[config.mk]
export PLATFORM = sky130hd
export DESIGN_NAME = axi_stream_strip_header
export DESIGN_NICKNAME = d
export VERILOG_FILES = /design/src/rtl/axi_stream_strip_header.sv
export SDC_FILE = /design/constraint.sdc
export NUM_CORES = 1
export LEC_CHECK = 0
export BUFFER_PORTS_ARGS = -buffer_cell sky130_fd_sc_hd__buf_4
export CELL_PAD_IN_SITES_DETAIL_PLACEMENT = 1
export CELL_PAD_IN_SITES_GLOBAL_PLACEMENT = 2
export CORE_ASPECT_RATIO = 0.5
export CORE_MARGIN = 2
export CORE_UTILIZATION = 34
export DETAILED_ROUTE_END_ITERATION = 12
export PLACE_DENSITY = 0.95
export SLEW_MARGIN = 5
export SYNTH_ARGS = -nofsm -noshare
export SYNTH_HDL_FRONTEND = slang
export SYNTH_SLANG_ARGS = --single-unit
[constraint.sdc]
create_clock -name clk -period 10.4 [get_ports clk]
set_input_delay 2.08 -clock clk [delete_from_list [all_inputs] [get_ports clk]]
set_output_delay 2.08 -clock clk [all_outputs]
set_load 0.005 [all_outputs]
[src/rtl/axi_stream_strip_header.sv]
// Strips a per-packet count of leading bytes from an AXI-Stream packet and realigns the payload.
// The header output channel is built only when AXIS_STRIP_HDR_OUT_EN is defined.
module axi_stream_strip_header #(
  parameter int DATA_WD      = 32,
  parameter int DATA_BYTE_WD = DATA_WD / 8,
  parameter int BYTE_CNT_WD  = $clog2(DATA_BYTE_WD)
) (
  input  logic                    clk,
  input  logic                    rst,
  input  logic                    valid_in,
  output logic                    ready_in,
  input  logic [DATA_WD-1:0]      data_in,
  input  logic [DATA_BYTE_WD-1:0] keep_in,
  input  logic                    last_in,
  input  logic                    valid_strip,
  output logic                    ready_strip,
  input  logic [BYTE_CNT_WD:0]    byte_strip_cnt,
  output logic                    valid_hdr,
  input  logic                    ready_hdr,
  output logic [DATA_WD-1:0]      data_hdr,
  output logic [DATA_BYTE_WD-1:0] keep_hdr,
  output logic                    valid_out,
  input  logic                    ready_out,
  output logic [DATA_WD-1:0]      data_out,
  output logic [DATA_BYTE_WD-1:0] keep_out,
  output logic                    last_out,
  output logic                    short_pkt
);

  localparam int CW = BYTE_CNT_WD + 1;
  localparam logic [CW-1:0] NB_C = CW'(DATA_BYTE_WD);

  typedef enum logic [1:0] {ST_IDLE, ST_FIRST, ST_STREAM, ST_FLUSH} state_t;

  function automatic logic [DATA_WD-1:0] shl_bytes(input logic [DATA_WD-1:0] v, input logic [CW-1:0] n);
    return v << {n, 3'b000};
  endfunction

  function automatic logic [DATA_WD-1:0] shr_bytes(input logic [DATA_WD-1:0] v, input logic [CW-1:0] n);
    return v >> {n, 3'b000};
  endfunction

  function automatic logic [DATA_BYTE_WD-1:0] keep_msb(input logic [CW-1:0] k);
    logic [DATA_BYTE_WD-1:0] ones;
    ones = '1;
    return ones << (NB_C - k);
  endfunction

  function automatic logic [DATA_BYTE_WD-1:0] keep_lsb(input logic [CW-1:0] k);
    logic [DATA_BYTE_WD-1:0] ones;
    ones = '1;
    return ~(ones << k);
  endfunction

  function automatic logic [CW-1:0] count_ones(input logic [DATA_BYTE_WD-1:0] k);
    logic [CW-1:0] n;
    n = '0;
    for (int i = 0; i < DATA_BYTE_WD; i++) n = n + CW'(k[i]);
    return n;
  endfunction

  state_t                  state_q, state_d;
  logic [CW-1:0]           s_q, s_d;
  logic [CW-1:0]           rem_q, rem_d;
  logic [DATA_WD-1:0]      r_q, r_d;
  logic                    valid_out_q, valid_out_d;
  logic [DATA_WD-1:0]      data_out_q, data_out_d;
  logic [DATA_BYTE_WD-1:0] keep_out_q, keep_out_d;
  logic                    last_out_q, last_out_d;
  logic                    short_pkt_q, short_pkt_d;

  logic [DATA_WD-1:0] keep_bits;
  logic [DATA_WD-1:0] din_m;
  logic [DATA_WD-1:0] joined;
  logic [CW-1:0]      m_cnt;
  logic [CW-1:0]      hdr_cnt;
  logic               out_free;
  logic               hdr_free;
  logic               in_acc;
  logic               hdr_load;

  genvar gi;
  generate
    for (gi = 0; gi < DATA_BYTE_WD; gi++) begin : g_keep_bits
      assign keep_bits[gi*8 +: 8] = {8{keep_in[gi]}};
    end
  endgenerate

  // Bytes outside keep are zeroed so realigned beats never carry stale data.
  assign din_m    = data_in & keep_bits;
  assign m_cnt    = count_ones(keep_in);
  assign joined   = r_q | shr_bytes(din_m, NB_C - s_q);
  assign out_free = !valid_out_q || ready_out;
  assign in_acc   = valid_in && ready_in;
  assign hdr_load = (state_q == ST_FIRST) && in_acc && (s_q != '0);
  assign hdr_cnt  = (last_in && (m_cnt <= s_q)) ? m_cnt : s_q;

  always_comb begin
    ready_in = 1'b0;
    case (state_q)
      ST_FIRST:  ready_in = hdr_free && out_free;
      ST_STREAM: ready_in = out_free;
      default:   ready_in = 1'b0;
    endcase
  end

  // The next command waits until the final beat or short pulse of this packet has gone out.
  assign ready_strip = (state_q == ST_IDLE) && !valid_out_q && !short_pkt_q;

  always_comb begin
    state_d     = state_q;
    s_d         = s_q;
    rem_d       = rem_q;
    r_d         = r_q;
    valid_out_d = valid_out_q && !ready_out;
    data_out_d  = data_out_q;
    keep_out_d  = keep_out_q;
    last_out_d  = last_out_q && !(valid_out_q && ready_out);
    short_pkt_d = 1'b0;
    case (state_q)
      ST_IDLE: begin
        if (valid_strip && ready_strip) begin
          s_d     = (byte_strip_cnt > NB_C) ? NB_C : byte_strip_cnt;
          state_d = ST_FIRST;
        end
      end
      ST_FIRST: begin
        if (in_acc) begin
          if (s_q == '0) begin
            valid_out_d = 1'b1;
            data_out_d  = data_in;
            keep_out_d  = keep_in;
            last_out_d  = last_in;
            state_d     = last_in ? ST_IDLE : ST_STREAM;
          end else if (last_in && (m_cnt <= s_q)) begin
            short_pkt_d = 1'b1;
            state_d     = ST_IDLE;
          end else if (last_in) begin
            valid_out_d = 1'b1;
            data_out_d  = shl_bytes(din_m, s_q);
            keep_out_d  = keep_msb(m_cnt - s_q);
            last_out_d  = 1'b1;
            state_d     = ST_IDLE;
          end else begin
            r_d     = shl_bytes(din_m, s_q);
            state_d = ST_STREAM;
          end
        end
      end
      ST_STREAM: begin
        if (in_acc) begin
          valid_out_d = 1'b1;
          if (s_q == '0) begin
            data_out_d = data_in;
            keep_out_d = keep_in;
            last_out_d = last_in;
            if (last_in) state_d = ST_IDLE;
          end else begin
            data_out_d = joined;
            keep_out_d = '1;
            last_out_d = 1'b0;
            r_d        = shl_bytes(din_m, s_q);
            if (last_in && (m_cnt <= s_q)) begin
              keep_out_d = keep_msb(NB_C - s_q + m_cnt);
              last_out_d = 1'b1;
              state_d    = ST_IDLE;
            end else if (last_in) begin
              rem_d   = m_cnt - s_q;
              state_d = ST_FLUSH;
            end
          end
        end
      end
      ST_FLUSH: begin
        if (out_free) begin
          valid_out_d = 1'b1;
          data_out_d  = r_q;
          keep_out_d  = keep_msb(rem_q);
          last_out_d  = 1'b1;
          state_d     = ST_IDLE;
        end
      end
      default: state_d = ST_IDLE;
    endcase
  end

  always_ff @(posedge clk) begin
    if (rst) begin
      state_q     <= ST_IDLE;
      s_q         <= '0;
      rem_q       <= '0;
      r_q         <= '0;
      valid_out_q <= 1'b0;
      data_out_q  <= '0;
      keep_out_q  <= '1;
      last_out_q  <= 1'b0;
      short_pkt_q <= 1'b0;
    end else begin
      state_q     <= state_d;
      s_q         <= s_d;
      rem_q       <= rem_d;
      r_q         <= r_d;
      valid_out_q <= valid_out_d;
      data_out_q  <= data_out_d;
      keep_out_q  <= keep_out_d;
      last_out_q  <= last_out_d;
      short_pkt_q <= short_pkt_d;
    end
  end

  assign valid_out = valid_out_q;
  assign data_out  = data_out_q;
  assign keep_out  = keep_out_q;
  assign last_out  = last_out_q;
  assign short_pkt = short_pkt_q;

`ifdef AXIS_STRIP_HDR_OUT_EN
  logic                    valid_hdr_q, valid_hdr_d;
  logic [DATA_WD-1:0]      data_hdr_q, data_hdr_d;
  logic [DATA_BYTE_WD-1:0] keep_hdr_q, keep_hdr_d;

  assign hdr_free = !valid_hdr_q || ready_hdr;

  // Short packets put only their M real bytes into the header.
  always_comb begin
    valid_hdr_d = valid_hdr_q && !ready_hdr;
    data_hdr_d  = data_hdr_q;
    keep_hdr_d  = keep_hdr_q;
    if (hdr_load) begin
      valid_hdr_d = 1'b1;
      data_hdr_d  = shr_bytes(din_m, NB_C - hdr_cnt);
      keep_hdr_d  = keep_lsb(hdr_cnt);
    end
  end

  always_ff @(posedge clk) begin
    if (rst) begin
      valid_hdr_q <= 1'b0;
      data_hdr_q  <= '0;
      keep_hdr_q  <= '0;
    end else begin
      valid_hdr_q <= valid_hdr_d;
      data_hdr_q  <= data_hdr_d;
      keep_hdr_q  <= keep_hdr_d;
    end
  end

  assign valid_hdr = valid_hdr_q;
  assign data_hdr  = data_hdr_q;
  assign keep_hdr  = keep_hdr_q;
`else
  logic unused_hdr;
  assign hdr_free   = 1'b1;
  assign valid_hdr  = 1'b0;
  assign data_hdr   = '0;
  assign keep_hdr   = '0;
  assign unused_hdr = ^{ready_hdr, hdr_load, hdr_cnt};
`endif

endmodule

# ---- After elaboration in Yosys (flattened, before gate mapping)
# Index checks and enable logic that the tools add are counted.
dict set report word_totals {
  ff_bits 79
  in_bits 46
  output_inout_bits 78
}
dict set report classes {
  n_addsub 9
  order_cmp 2
  eq_ne 15
  shift 5
  n_mux 54
  n_bitwise 6
  reduce_logical 24
}
# cell n
set ops {}
lappend ops {{32-bit two-way mux} 13}
lappend ops {{32-bit case mux with 3 select lines} 1}
lappend ops {{32-bit case mux with 2 select lines} 1}
lappend ops {{32-bit AND} 1}
lappend ops {{4-bit two-way mux} 8}
lappend ops {{32-bit OR} 1}
lappend ops {{32-bit by 6-bit << shifter with 32-bit output} 1}
lappend ops {{32-bit by 6-bit >> shifter with 32-bit output} 1}
lappend ops {{2-bit two-way mux} 11}
lappend ops {{1-bit two-way mux} 15}
lappend ops {{2-bit != test (second input constant)} 7}
lappend ops {{4-bit case mux with 3 select lines} 1}
lappend ops {{6-bit AND reduction} 2}
lappend ops {{4-bit by 3-bit << shifter with 4-bit output (first input constant)} 3}
lappend ops {{3-bit subtractor (first input constant)} 4}
lappend ops {{1-bit logical AND} 8}
lappend ops {{2-bit case mux with 4 select lines} 1}
lappend ops {{7-bit AND reduction} 1}
lappend ops {{3-bit by 2-bit != test with 1-bit output (second input constant)} 2}
lappend ops {{3-bit != test (second input constant)} 2}
lappend ops {{1-bit case mux with 3 select lines} 2}
lappend ops {{5-bit AND reduction} 1}
lappend ops {{2-bit equality test (second input constant)} 2}
lappend ops {{1-bit zero test} 4}
lappend ops {{19 further kinds} 22}

# ---- Depth between registers and ports, before layout
# Gate-level depths: netlist of run 1.
dict set report depth {
  depth_word 11
  mapped_depth 14
}

# ---- Worst setup path before layout of run 1
# OpenSTA, ideal clock, no wires.
dict set report synth_path {
  path_kind {input -> register}
  from {input keep_in[0]}
  to {register keep_out_q[0], in the netlist keep_out[0]}
  arrival_ns 5.149
  slack_ns 5.134
  stages 14
  n_path_buf 1
  path_cell_list {buf_2 inv_1 fa_1 inv_1 ha_1 ha_1 inv_1 fa_1 ha_1 xnor3_1 nor2_1 nand2_1 or4b_1 o22a_1}
}
dict set report synth_via {
  elab_chain_cells 11
}
# item line_no
set synth_rtl {}
lappend synth_rtl {{start, declared} 13} ;# input logic [DATA_BYTE_WD-1:0] keep_in,
lappend synth_rtl {{1-bit by 1-bit adder with 2-bit output} 58} ;# for (int i = 0; i < DATA_BYTE_WD; i++) n = n + CW'(k[i]);
lappend synth_rtl {{2-bit by 1-bit adder with 3-bit output} 58}
lappend synth_rtl {{3-bit by 1-bit adder with 3-bit output} 58}
lappend synth_rtl {{3-bit subtractor} 141} ;# keep_out_d = keep_msb(m_cnt - s_q);
lappend synth_rtl {{3-bit subtractor} 46} ;# return ones << (NB_C - k);
lappend synth_rtl {{4-bit by 3-bit << shifter with 4-bit output} 46}
lappend synth_rtl {{4-bit two-way mux} 138} ;# end else if (last_in) begin
lappend synth_rtl {{4-bit two-way mux} 135} ;# end else if (last_in && (m_cnt <= s_q)) begin
lappend synth_rtl {{4-bit two-way mux} 129} ;# if (s_q == '0) begin
lappend synth_rtl {{4-bit two-way mux} 128} ;# if (in_acc) begin
lappend synth_rtl {{4-bit case mux with 3 select lines} 120} ;# case (state_q)
lappend synth_rtl {{end signal, assigned} 205} ;# keep_out_q <= keep_out_d;
lappend synth_rtl {{end, declared} 68} ;# logic [DATA_BYTE_WD-1:0] keep_out_q, keep_out_d;
# Parallel ways exist; a longest one is shown, timed or not. The select of a mux whose other input is x is not followed.
# A chain may end at the register's enable or synchronous reset.

# ---- Worst setup path after layout of run 1
dict set report layout_path {
  from {input keep_in[0]}
  to {register data_out_q[10], in the netlist data_out[10]}
}
dict set report layout_via {
  elab_chain_cells 7
}
# item line_no
set layout_rtl {}
lappend layout_rtl {{1-bit by 1-bit adder with 2-bit output / 32-bit AND (equally long branches)} {58, 90}}
lappend layout_rtl {{2-bit by 1-bit adder with 3-bit output / 32-bit by 6-bit << shifter with 32-bit output (equally long branches)} {58, 36}}
lappend layout_rtl {{3-bit by 1-bit adder with 3-bit output / 32-bit two-way mux (equally long branches)} {58, 138}}
lappend layout_rtl {{3-bit less-or-equal comparator / 32-bit two-way mux (equally long branches)} 135}
lappend layout_rtl {{1-bit logical AND / 32-bit two-way mux (equally long branches)} {135, 129}}
lappend layout_rtl {{3-bit by 2-bit != test with 1-bit output (no line) / 32-bit two-way mux (equally long branches)} -}
lappend layout_rtl {{6-bit AND reduction (no line) / 32-bit case mux with 3 select lines (equally long branches)} -}
lappend layout_rtl {{end signal, assigned} 204} ;# data_out_q <= data_out_d;
lappend layout_rtl {{end, declared} 67} ;# logic [DATA_WD-1:0] data_out_q, data_out_d;
# Parallel ways exist; a longest one is shown, timed or not. The select of a mux whose other input is x is not followed.

==> results of run 1 <==
## stage by stage
step           hold slack, ns  cells  power [W]   util  instance area [um2]
6_report                0.460    975    0.00119  0.402                 6560
2_1_floorplan           0.432    735   0.000663      -                 5790
5_1_grt                 0.476    975    0.00126  0.402                 6560
3_3_place_gp            0.438    959   0.000812  0.381                 6220
4_1_cts                 0.456    975    0.00119  0.402                 6560
3_5_place_dp            0.447    959   0.000824  0.381                 6220
## cell type report
class,instances,area (um2),share of cell area
Inverter,23,86.3,0.0132
Timing Repair Buffer,93,698,0.106
Clock buffer,10,229,0.0349
Multi-Input combinational cell,537,3570,0.544
Sequential cell,79,1580,0.241
Tap cell,227,284,0.0433
Clock inverter,6,109,0.0166
## power by group through the flow
stage	Sequential, W	Clock, W	Combinational [W]
finish	0.000372	0.000367	0.000452
global route	0.000377	0.000385	0.000494
CTS	0.000372	0.000372	0.000447
detailed placement	0.000379	0	0.000445
global placement	0.000377	0	0.000435
floorplan	0.000376	0	0.000287
## worst max-delay path by stage
stage / startpoint / endpoint / slack [ns] / cells past startpoint
floorplan: keep_in[0] / keep_out[0] / 5.13 / 14
global placement: keep_in[0] / keep_out[0] / 4.62 / 14
detailed placement: keep_in[0] / keep_out[0] / 4.51 / 14
CTS: keep_in[0] / keep_out[0] / 4.85 / 14
global route: keep_in[0] / data_out[10] / 4.66 / 13
finish: keep_in[0] / data_out[10] / 4.78 / 13
## critical path, cell delays in order
cell and delay, ns:
buf_4 0.30, inv_1 0.20, fa_1 0.58, inv_1 0.06, ha_1 0.18, ha_1 0.34, ha_1 0.37, a211oi_2 0.51
o311ai_4 0.14, buf_4 0.29, and2_1 0.19, buf_4 0.26, a311oi_1 0.33
## flip-flops by register name, summed over array words and instances, names as in the netlist
name / cells
keep_out: 4
last_out: 1
short_pkt: 1
valid_out: 1
state_q: 2
r_q: 32
data_out: 32
s_q: 3
rem_q: 3
## layout by cell type (no fill, tap or decap), types with 4 or more instances in the layout
cell,synthesis,layout
a2111oi_0,17,17
a211oi_1,23,23
a21oi_1,63,63
a221o_1,8,8
a221oi_1,11,11
a222oi_1,16,16
a22oi_1,17,17
a311oi_1,32,32
a32o_1,8,8
and2_1,5,5
and3_1,16,16
buf_4,43,93
clkbuf_16,0,9
conb_1,1,37
dfxtp_1,79,79
ha_1,21,21
inv_1,18,18
nand2_1,57,57
nand3_1,23,23
nor2_1,52,52
nor3_1,12,12
nor3b_1,9,9
nor4_1,4,4
o211ai_1,10,10
o21ai_0,20,20
o221ai_1,11,11
o22ai_1,9,9
o2bb2ai_1,9,9
xnor2_1,5,5
## cell families after synthesis
logic type / count (synthesis) / synth area share
AOI/OAI and AO/OA: 269 / 0.359
and+or+nand+nor: 200 / 0.177
buffers and inverters: 119 / 0.115
DFF: 79 / 0.280
adders and majority gates: 23 / 0.0536
xor gates and xnor gates: 6 / 0.0117
muxes: 2 / 0.00354
other: 1 / 0.000663
## layer usage
layer / track usage / up-vias
li1: - / 2733
met5: 0 / -
met2: 0.402 / 289
met3: 0.0552 / 46
met1: 0.309 / 2985
met4: 0.0827 / 0
==> reports/results.ini, run 1 <==
[sta]
fin_crit_sh=0.540
setup-violations-final=0
setup_tns_ns=0
fin_ws_ns=4.78
max_slew_margin=0.254
fin_crit_ns=5.62
hold_viol=0
fmax_mhz=178
clock_skew_ns=0.00568
finalMaxSlewViolations=0
worst_pin_slew_ns=1.11
grt_setup_unrepaired=false

[routing]
avgRoutedWirePerCell_um=22.0
wl_met2_um=9790
wl_met3_um=1660
highest_layer=met4
drc_errors=0
vias=6053
viasPerCell=6.21
ant_nets=0
drt_wl_total_um=21500
wl_met1_um=9520
drt_pass1_iterations=5
drt_iter0_markers=653

[critical_path]
r2r-start=s_q[0]
path_class=in2reg
cp.arrival_ns=5.85
r2r-end=data_out[31]
critPathRequiredTime_ns=10.63
critPathMaxFanout=36
r2r_cells=9
endpoint_kind=register
regToRegSetupSlack_ns=6.13
startpoint_type=input port

[cts]
cts_tree=built
insertion_delay_ns=0.34
hold_buffers=0
cts-root-buf=clkbuf_16
htree_levels=3
cts.sinks=79
cts_setup_buffers=0
cts_inserted_buffers=9
path_clk_slew_ns=0.06
cts_resized=0
max-clock-path-buffers=2

[yosys]
synth_edf_count=0
synth_top_area_frac=0.280
yosys_warnings=0
synth_common_cells=dfxtp_1 (79), a21oi_1 (63), nand2_1 (57), nor2_1 (52), buf_4 (43)
synth_cell_type_count=66
ys_seq_area_frac=0.280
synth_async_sr_flop_share=0
synth_area_leader_cell=dfxtp_1
synth_seq_cells=79
yosysMostFrequentCell=dfxtp_1
ys_top_cells_by_area=dfxtp_1 (28%), buf_4 (5.7%), a21oi_1 (5.6%)
syn_area_um2=5650
syn_area_per_cell_um2=8.09
syn_inst=699
ys.flop_type=dfxtp_1

[pwr]
power.switching_w=0.000430
p_leak_nw=2.41
p_comb_frac=0.379
power_density_nw_per_um2=182
sw_frac_of_total=0.361
ir_drop_uv=69.0
clockPowerShare=0.308
seqPwrFrac=0.312
p_int_w=0.000760

[floorplan]
rows=33
die_x_um=186
coreArea_um2=16300
start_util=0.347
dieArea_um2=17700
chipHeight_um=95.2
pin_count=124

[run]
maxCapViolCount=0

[placement]
pre_cts_ws_ns=4.51
dpl.hpwl_um=15100
place.port_buffers=85
gp_congestion=0.957

[finish]
area_delta_synth_final_pct=16.0
fillCellCount=1962
fin_nets=812
drive_above_1_share=0.167
diodes=0

[global_routing]
grt_pass1_vias=5922
grt_start_max_net_pins=75
globalRoute.totalOverflow=0
grtUsageTotal=0.240
antenna_found_initial=0
grt_pass1_wl_um=33500

[status]
status=finished clean

[min_path]
holdPathEnd=r_q[0]
hp-class=reg2reg
holdCritStartpoint=r_q[0]
whs_path_depth=2

(Power assumes the default switching activity.)
==> run 2, diff against run 1 <==
- ABC_AREA: default -> 1
- CORE_UTILIZATION: 34 -> 29
- PLACE_DENSITY: 0.95 -> 0.92
- clock period: 10.4 -> 5.5 ns (I/O delays scaled with it)
==> reports/results.ini, run 2 <==
[sta]
fin_crit_ns=4.00
fin_ws_ns=1.50  ; -3.28 ns
clock_skew_ns=0.00797  ; +0.00229 ns
setup_tns_ns=0  ; unchanged
max_slew_margin=0.443  ; +0.189
finalMaxSlewViolations=0  ; unchanged
fmax_mhz=250
worst_pin_slew_ns=0.835  ; -0.280 ns
fin_crit_sh=0.728
hold_viol=0  ; unchanged
setup-violations-final=0  ; unchanged
grt_setup_unrepaired=false

[floorplan]
dieArea_um2=23500  ; +32%
die_x_um=215  ; +15%
start_util=0.296  ; -0.0506
pin_count=124  ; unchanged
coreArea_um2=21700  ; +33%
chipHeight_um=109  ; +15%
rows=38  ; +15%

[pwr]
p_comb_frac=0.507  ; +0.128
power.switching_w=0.00132  ; +210%
p_int_w=0.00160  ; +110%
clockPowerShare=0.224  ; -0.084
power_density_nw_per_um2=398  ; +120%
p_leak_nw=3.62  ; +50%
sw_frac_of_total=0.453  ; +0.0916
seqPwrFrac=0.269  ; -0.043
ir_drop_uv=116  ; +68%

[run]
maxCapViolCount=0  ; unchanged

[cts]
cts_setup_buffers=0  ; unchanged
cts_tree=built
cts_inserted_buffers=9  ; unchanged
cts-root-buf=clkbuf_16
hold_buffers=0  ; unchanged
max-clock-path-buffers=2  ; unchanged
path_clk_slew_ns=0.07  ; about the same
cts.sinks=79  ; unchanged
cts_resized=0  ; unchanged
htree_levels=3  ; unchanged
insertion_delay_ns=0.36  ; +0.02 ns

[routing]
vias=7210  ; +19%
viasPerCell=4.99  ; -20%
avgRoutedWirePerCell_um=17.5  ; -20%
ant_nets=0  ; unchanged
drt_pass1_iterations=5  ; unchanged
drt_wl_total_um=25400  ; +18%
drt_iter0_markers=451  ; -31%
drc_errors=0  ; unchanged

[global_routing]
grt_pass1_wl_um=40000  ; +20%
globalRoute.totalOverflow=0  ; unchanged
grt_pass1_vias=7251  ; +22%
grtUsageTotal=0.218  ; -0.0227
grt_start_max_net_pins=65  ; -13%
antenna_found_initial=0  ; unchanged

[placement]
place_area_um2=7040  ; +13%
pre_cts_ws_ns=1.11  ; -3.40 ns
place.port_buffers=85  ; unchanged
gp_congestion=0.864  ; -9.8%
dp_cells=1430  ; +49%
dpl.hpwl_um=17800  ; +18%

[yosys]
ys_seq_area_frac=0.246  ; -0.0339
syn_area_per_cell_um2=5.85  ; -28%
yosysMostFrequentCell=nand2_1
synth_area_leader_cell=dfxtp_1
synth_seq_cells=79  ; unchanged
yosys_warnings=0  ; unchanged
synth_top_area_frac=0.246  ; -0.0339
syn_area_um2=6430  ; +14%
synth_common_cells=nand2_1 (359), nor2_1 (143), o21ai_0 (125), inv_1 (97), dfxtp_1 (79)
ys.flop_type=dfxtp_1
synth_cell_type_count=42  ; -36%
synth_async_sr_flop_share=0  ; unchanged
ys_top_cells_by_area=dfxtp_1 (25%), nand2_1 (21%), o21ai_0 (9.7%)
synth_edf_count=0  ; unchanged
syn_inst=1099  ; +57%

[finish]
layout_common_cells=nand2_1 (359), nor2_1 (143), o21ai_0 (125)
diodes=0  ; unchanged
area_delta_synth_final_pct=14.2
drive_above_1_share=0.112  ; -0.0554
fillCellCount=2916  ; +49%
stdcell_count=1446  ; +48%
design_area_um2=7350  ; +12%
fin_nets=1210  ; +49%
final_common_cell=nand2_1

[critical_path]
critPathMaxFanout=37  ; +2.8%
startpoint_type=input port
critPathRequiredTime_ns=5.75  ; -4.88 ns
endpoint_kind=register
cp.arrival_ns=4.26  ; -1.59 ns
path_class=in2reg

[status]
status=finished clean

[min_path]
hp-class=reg2reg

-- run 2: changes by cell type after synthesis, sizes merged, moves of 9 or more --
cell     change
nor2        +93
o22ai        -9
o221ai      -11
a221oi      -11
a2111oi     -18
and3        -15
a311oi      -32
a222oi      -16
inv         +81
o21ai      +112
o2bb2ai      -9
nor3        -13
nand2      +305
-- run 2: per-stage QoR --
| step | utilization | hold WS, ns | power, W |
|---|---|---|---|
| floorplan | - | 0.439 | 0.00177 |
| detailed placement | 0.324 | 0.464 | 0.00227 |
| global route | 0.338 | 0.495 | 0.00317 |
| CTS | 0.338 | 0.475 | 0.00294 |
| global placement | 0.324 | 0.453 | 0.00224 |
| finish | 0.338 | 0.477 | 0.00293 |
-- run 2: cells by family (layout without fill, tap and decap cells) --
group                      after synthesis  count (layout)  synth area share
and+or+nand+nor                        542             542             0.333
AOI/OAI and AO/OA                      246             246             0.208
buffers and inverters                  201             212             0.156
DFF                                     79              79             0.246
adders and majority gates               23              23            0.0471
xor gates and xnor gates                 7               7           0.00953
other                                    1              37          0.000583
-- run 2: worst max-delay path, stage by stage --
cell and delay (ns):
buf_4 0.18, inv_1 0.09, fa_1 0.54, inv_1 0.04, ha_1 0.17, ha_1 0.23, ha_1 0.40, nand3_1 0.11
nand2_1 0.10, nand3_1 0.10, nand3_1 0.14, nand2_4 0.29, inv_6 0.35, nand2_1 0.10, nor2_1 0.23, nor2_1 0.06
-- run 2: layer usage --
layer / track usage / up-vias / routed length [um]
met1: 0.290 / 3426 / 11700
met3: 0.0542 / 38 / 1980
met2: 0.344 / 242 / 11000
met4: 0.0794 / 0 / 641
li1: - / 3504 / -
met5: 0 / - / 0
-- run 2: final timing paths --
path / endpoint / startpoint / slack, ns / cells after the start
setup / recovery: data_out[16] / keep_in[0] / 1.50 / 16
hold / removal: r_q[15] / r_q[15] / 0.48 / 2
setup reg to reg: r_q[17] / state_q[0] / 2.35 / 8
hold reg to reg: r_q[15] / r_q[15] / 0.48 / 2
-- run 2: cell type report --
class / instances / area, um2 / area share
Inverter: 103 / 394 / 0.0536
Sequential cell: 79 / 1580 / 0.215
Multi-Input combinational cell: 855 / 3990 / 0.543
Clock buffer: 10 / 239 / 0.0325
Clock inverter: 6 / 67.6 / 0.00920
Tap cell: 300 / 375 / 0.0511
Timing Repair Buffer: 93 / 698 / 0.0950
-- run 2: power by group through the flow --
stage	combinational (W)	sequential [W]	clock [W]
finish	0.00148	0.000786	0.000655
global route	0.00168	0.000806	0.000685
CTS	0.00149	0.000788	0.000662
detailed placement	0.00147	0.000799	0
global placement	0.00144	0.000796	0
floorplan	0.000972	0.000797	0
